### src/rtl/mem_arb_pkg.sv
// Shared types and constants for the single-port memory arbiter between
// the mips fetch and data requesters.
package mem_arb_pkg;

    typedef enum logic {
        OWN_I = 1'b0,
        OWN_D = 1'b1
    } owner_t;

    typedef struct packed {
        logic   valid;
        owner_t owner;
    } tag_t;

    // Values of the memory rd_wr and access_size inputs
    localparam logic       RD_WORD = 1'b1;
    localparam logic       WR      = 1'b0;
    localparam logic [1:0] SZ_WORD = 2'd0;

    localparam tag_t TAG_IDLE = '{valid: 1'b0, owner: OWN_I};

endpackage

### src/rtl/arb_tag_pipe.sv
// Fixed-depth shift register of read tags that tracks which requester owns
// the word emerging from memory DEPTH cycles after a grant.
module arb_tag_pipe
    import mem_arb_pkg::*;
#(
    parameter int DEPTH = 1
) (
    input  logic clk,
    input  logic reset,
    input  tag_t load_tag,
    output tag_t last_tag
);

    tag_t stages [DEPTH];

    // Clearing every stage is what drops in-flight reads on reset
    always_ff @(posedge clk or negedge reset) begin
        if (!reset) begin
            for (int k = 0; k < DEPTH; k++) begin
                stages[k] <= TAG_IDLE;
            end
        end else begin
            stages[0] <= load_tag;
            for (int k = 1; k < DEPTH; k++) begin
                stages[k] <= stages[k-1];
            end
        end
    end

    assign last_tag = stages[DEPTH-1];

endmodule

### src/rtl/mem_port_arbiter.sv
// Shares one single-port memory between instruction fetch and data access:
// data has priority, an aging counter keeps fetch from starving.
module mem_port_arbiter
    import mem_arb_pkg::*;
#(
    parameter int RD_LATENCY   = 1,
    parameter int STARVE_LIMIT = 4,
    parameter int CNT_W        = 32
) (
    input  logic             clk,
    input  logic             reset,
    input  logic             i_req,
    input  logic [31:0]      i_addr,
    output logic             i_gnt,
    output logic             i_rvalid,
    output logic [31:0]      i_rdata,
    input  logic             d_req,
    input  logic [31:0]      d_addr,
    input  logic             d_rd_wr,
    input  logic [1:0]       d_size,
    input  logic [31:0]      d_wdata,
    output logic             d_gnt,
    output logic             d_rvalid,
    output logic [31:0]      d_rdata,
    output logic [31:0]      m_addr,
    output logic [31:0]      m_data_in,
    input  logic [31:0]      m_data_out,
    output logic [1:0]       m_access_size,
    output logic             m_rd_wr,
    output logic             m_enable,
    output logic [CNT_W-1:0] conflict_cnt
);

    localparam logic [3:0]       LIMIT   = 4'(STARVE_LIMIT);
    localparam logic [CNT_W-1:0] CNT_ONE = {{(CNT_W-1){1'b0}}, 1'b1};

    logic [3:0] wait_cnt;
    logic       fetch_forced;
    tag_t       load_tag;
    tag_t       last_tag;

    assign fetch_forced = (wait_cnt == LIMIT);

    // Gating with reset keeps grants and the memory strobe quiet while in reset
    assign i_gnt = reset & i_req & (~d_req | fetch_forced);
    assign d_gnt = reset & d_req & ~i_gnt;

    always_comb begin
        m_enable      = i_gnt | d_gnt;
        m_rd_wr       = RD_WORD;
        m_addr        = '0;
        m_data_in     = '0;
        m_access_size = SZ_WORD;
        if (d_gnt) begin
            m_rd_wr       = d_rd_wr;
            m_addr        = d_addr;
            m_data_in     = d_wdata;
            m_access_size = d_size;
        end else if (i_gnt) begin
            m_addr = i_addr;
        end
    end

    always_comb begin
        load_tag       = TAG_IDLE;
        load_tag.valid = i_gnt | (d_gnt & (d_rd_wr != WR));
        load_tag.owner = d_gnt ? OWN_D : OWN_I;
    end

    always_ff @(posedge clk or negedge reset) begin
        if (!reset) begin
            wait_cnt     <= 4'd0;
            conflict_cnt <= '0;
        end else begin
            if (!i_req || i_gnt) begin
                wait_cnt <= 4'd0;
            end else if (wait_cnt != LIMIT) begin
                wait_cnt <= wait_cnt + 4'd1;
            end
            if (i_req && d_req) begin
                conflict_cnt <= conflict_cnt + CNT_ONE;
            end
        end
    end

    arb_tag_pipe #(
        .DEPTH (RD_LATENCY)
    ) u_tag_pipe (
        .clk      (clk),
        .reset    (reset),
        .load_tag (load_tag),
        .last_tag (last_tag)
    );

    assign i_rvalid = last_tag.valid && (last_tag.owner == OWN_I);
    assign d_rvalid = last_tag.valid && (last_tag.owner == OWN_D);
    assign i_rdata  = m_data_out;
    assign d_rdata  = m_data_out;

endmodule

### config.mk
export PLATFORM = sky130hd
export DESIGN_NAME = mem_port_arbiter
export DESIGN_NICKNAME = d
export VERILOG_FILES = /design/src/rtl/mem_arb_pkg.sv /design/src/rtl/arb_tag_pipe.sv /design/src/rtl/mem_port_arbiter.sv
export SDC_FILE = /design/constraint.sdc
export NUM_CORES = 1
export LEC_CHECK = 0
export CORE_ASPECT_RATIO = 0.5
export CORE_MARGIN = 3
export CORE_UTILIZATION = 29
export CTS_CLUSTER_SIZE = 10
export DETAILED_ROUTE_END_ITERATION = 8
export GPL_TIMING_DRIVEN = 0
export PLACE_DENSITY_LB_ADDON = 0.25
export SYNTH_ARGS = -nofsm -noshare
export SYNTH_HDL_FRONTEND = slang
export SYNTH_SLANG_ARGS = --single-unit
### constraint.sdc
create_clock -name clk -period 2.66 [get_ports clk]
set_input_delay 0.399 -clock clk [delete_from_list [all_inputs] [get_ports clk]]
set_output_delay 0.399 -clock clk [all_outputs]
set_load 0.005 [all_outputs]
==> flow_metrics.tcl <==
set metrics [dict create \
    synthDistinctLibCells 37 \
    critical_path_arrival_ns 2.19 \
    synth_area_leader_cell "dfrtp_1" \
    fin_util_pct 65.9 \
    die_w_um 147 \
    drt_pre_antenna_iters 4 \
    ir_drop_v 0.000302 \
    cts_made_buffers 5 \
    top_level_ports 303 \
    wl_per_cell_um 17.6 \
    hold_viol_final 0 \
    floorplan.core_area_um2 9160 \
    reg2reg_setup_slack_ns 0.87 \
    placement_rows 24 \
    max_freq_ghz 0.386 \
    max_slew.worst_pin.slew_ns 0.999 \
    maxSlewHeadroom_pct 33.2 \
    postSynthRegisterBits 38 \
    setup_viol_count_final 0 \
    detailroute.via_count 3186 \
    design.die.area_um2 11200 \
    worstPathCellList "inv_2 -> ha_4 -> nand3b_4 -> a21oi_4 -> buf_4 -> buf_4 -> a22o_1 -> clkdlybuf4s50_1" \
    synth-seq-area-share_pct 33.2 \
    skew_ns 0.00306 \
    minimum_clock_period_after_layout_ns 2.59 \
    path_class "flip-flop to output pin" \
    max_cap_violations 0 \
    antenna_found_initial 0 \
    drive_gt1_share_pct 17.6 \
    power_density_nw_per_um2 358 \
    total_power_uw 2160 \
    cts_tree "done" \
    cellLeakagePower_uw 0.00278 \
    setup.worst_path.end "m_addr[2]" \
    htree_levels 2 \
    worst_hold_path_type "flip-flop to flip-flop" \
    grt-ovfl-total 0 \
    place.port_buffers 269 \
    areaGrowthSynthToFinish_pct 110 \
    final.period_utilization_pct 97.5 \
    r2r-end "conflict_cnt[29]" \
    detailedPlace.worstSlack_ns -0.849 \
    synthCells 310 \
    clock_tree.root_cell "clkbuf_16" \
    worstSetupEndpointType "output pin" \
    outcome "finished, final reports clean" \
    drc_violations 0 \
    async_reset_ff_share_pct 100 \
    worstSetupStartpoint "wait_cnt[0]" \
    gpl.final_weighted_congestion 0.855 \
    setup_repair_after_global_routing_missed_its_margin "true" \
    die_height_um 76.3 \
    initial_core_util_pct 31.3 \
    synth.top_cells.by_count "buf_4 (65), dfrtp_1 (38), and2_1 (37)" \
    required_time_worst_endpoint_ns 2.26 \
    post_drt_antenna_nets 0 \
    vias_per_cell 4.39 \
    critical_path.startpoint_type "flip-flop" \
    design.final.nets 733 \
    critPathMaxFanout 5 \
    drt-initial-drc-count 124 \
    synth_top_flop_cell "dfrtp_1" \
    crit-reg2reg-launch "conflict_cnt[7]" \
    slew_violations 0 \
    detail_route.wirelength_mm 12.7 \
    worst_setup_slack_final_ns 0.0671 \
    top_cells_by_area_synth "dfrtp_1 (33%), buf_4 (17%), a22o_1 (9.8%)" \
    worstRegToRegCells 4 \
    antenna-diode-count 0 \
    post-synth-top-area-fraction_pct 33.2 \
    clkSlewWorstSetupHoldPaths_ns 0.05 \
    timing.critical_path.mode_cell "buf_4" \
    cts-root-to-sink-buffers 2 \
    hpwlAfterDp_mm 10.6 \
    syn_nets 448 \
    synth-edff-count 0 \
    synth.yosys.warnings 0 \
    slowest_stage "clkdlybuf4s50_1" \
    number_of_global_route_vias_before_repair 3289 \
    mappedNetlistArea_um2 2870 \
    maximum_number_of_pins_on_one_net_before_global_route_repair 24 \
    syn_avg_cell_area_um2 9.25 \
    yosys.cell_count.top_type "buf_4" \
    worst_hold_startpoint "conflict_cnt[31]" \
    global_route.usage.total_pct 22.0 \
    tritoncts_num_sinks 38 \
    grt_first_pass_wirelength_mm 19.6 \
    critPathMaxStageDelay_ns 0.52 \
    worstSkewPairLatency_ns 0.28 \
]
-- through the flow --
stage | area (um^2) | TNS [ns] | instances | hold slack, ns
6_report | 6030 | 0 | 725 | 0.468
5_1_grt | 6030 | -0.0200 | 725 | 0.488
4_1_cts | 5980 | 0 | 724 | 0.474
3_5_place_dp | 5720 | -46.34 | 709 | 0.467
3_3_place_gp | 5720 | -123.82 | 709 | 0.459
2_1_floorplan | 2870 | 0 | 310 | 0.103
-- report_power, final --
part           internal [uW]  leakage [uW]  total, uW  switching (uW)
combinational            529       0.00218        780             251
sequential               625      0.000518        710            84.5
clock                    462     0.0000829        671             210
total                   1620       0.00278       2160             545
-- worst min-delay path by stage --
stage | to | slack [ns] | depth (start not counted)
after floorplan | conflict_cnt[0] | 0.10 | 0
after global placement | conflict_cnt[31] | 0.46 | 1
after detailed placement | conflict_cnt[31] | 0.47 | 1
after CTS | u_tag_pipe.last_tag[1] | 0.47 | 2
after global routing | u_tag_pipe.last_tag[1] | 0.49 | 2
final | conflict_cnt[31] | 0.47 | 1
-- state kept, by name, summed over array words and instances (netlist names) --
signal / cells
u_tag_pipe.last_tag: 2
wait_cnt: 4
conflict_cnt: 32
-- placed cells by master, fill, tap and decap left out, types with 2 or more instances in the layout --
master,count
a21oi_1,2
a22o_1,32
and2_1,37
and3_1,2
buf_4,74
buf_6,2
buf_8,2
clkbuf_16,5
clkbuf_2,3
clkbuf_4,2
clkbuf_8,2
clkdlybuf4s50_1,234
dfrtp_1,38
dlygate4sd2_1,24
dlygate4sd3_1,2
dlymetal6s2s_1,10
ha_1,2
inv_1,4
inv_2,2
nand2_1,18
nand3_1,14
nand4_1,13
nor2_1,8
nor2b_1,2
nor3_1,5
nor4_1,2
or3_1,2
xnor2_1,29
xor2_1,4
-- metal layers --
| metal | up-vias | track usage (%) | routed length, um |
|---|---|---|---|
| met3 | 16 | 6.12 | 809 |
| met4 | 0 | 3.47 | 160 |
| met5 | - | 0 | 0 |
| met2 | 112 | 38.4 | 6490 |
| met1 | 1481 | 27.6 | 5270 |
| li1 | 1577 | - | - |
-- critical path: cells and delay by family (launching register included) --
kind / cells / cell delay (ns)
AO/OA/AOI/OAI: 2 / 0.40
adder cells (fa/ha/maj): 1 / 0.15
buffers and inverters: 4 / 0.89
flip-flops: 1 / 0.39
AND/OR/NAND/NOR: 1 / 0.10
-- cell families (layout without fill, tap and decap cells) --
kind of cell / Yosys count / count (layout) / synth area share, %
flops: 38 / 38 / 33.2
fa+ha+maj: 3 / 3 / 1.31
compound gates: 40 / 40 / 12.1
simple gates: 113 / 113 / 23.5
buf+inv: 82 / 367 / 19.4
xor+xnor: 33 / 33 / 10.1
mux: 1 / 1 / 0.393
-- area by class of cell --
class	instances	area [um^2]
fill	763	3130
timing repair buffer	278	2770
multi-input combinational	190	1380
sequential	38	951
buffer	76	584
tap	130	163
clock buffer	6	139
clock inverter	1	30.0
inverter	6	22.5
-- repair_timing --
action | CTS | global route
endpoints found under the hold margin | 23 | 0
gates resized for setup | 47 | 21
setup buffers | 6 | 1
setup endpoints to repair | 69 | 24
hold buffers | 2 | 0
pin swaps | 2 | 1
No activity file was read; power rests on OpenSTA's default activity.
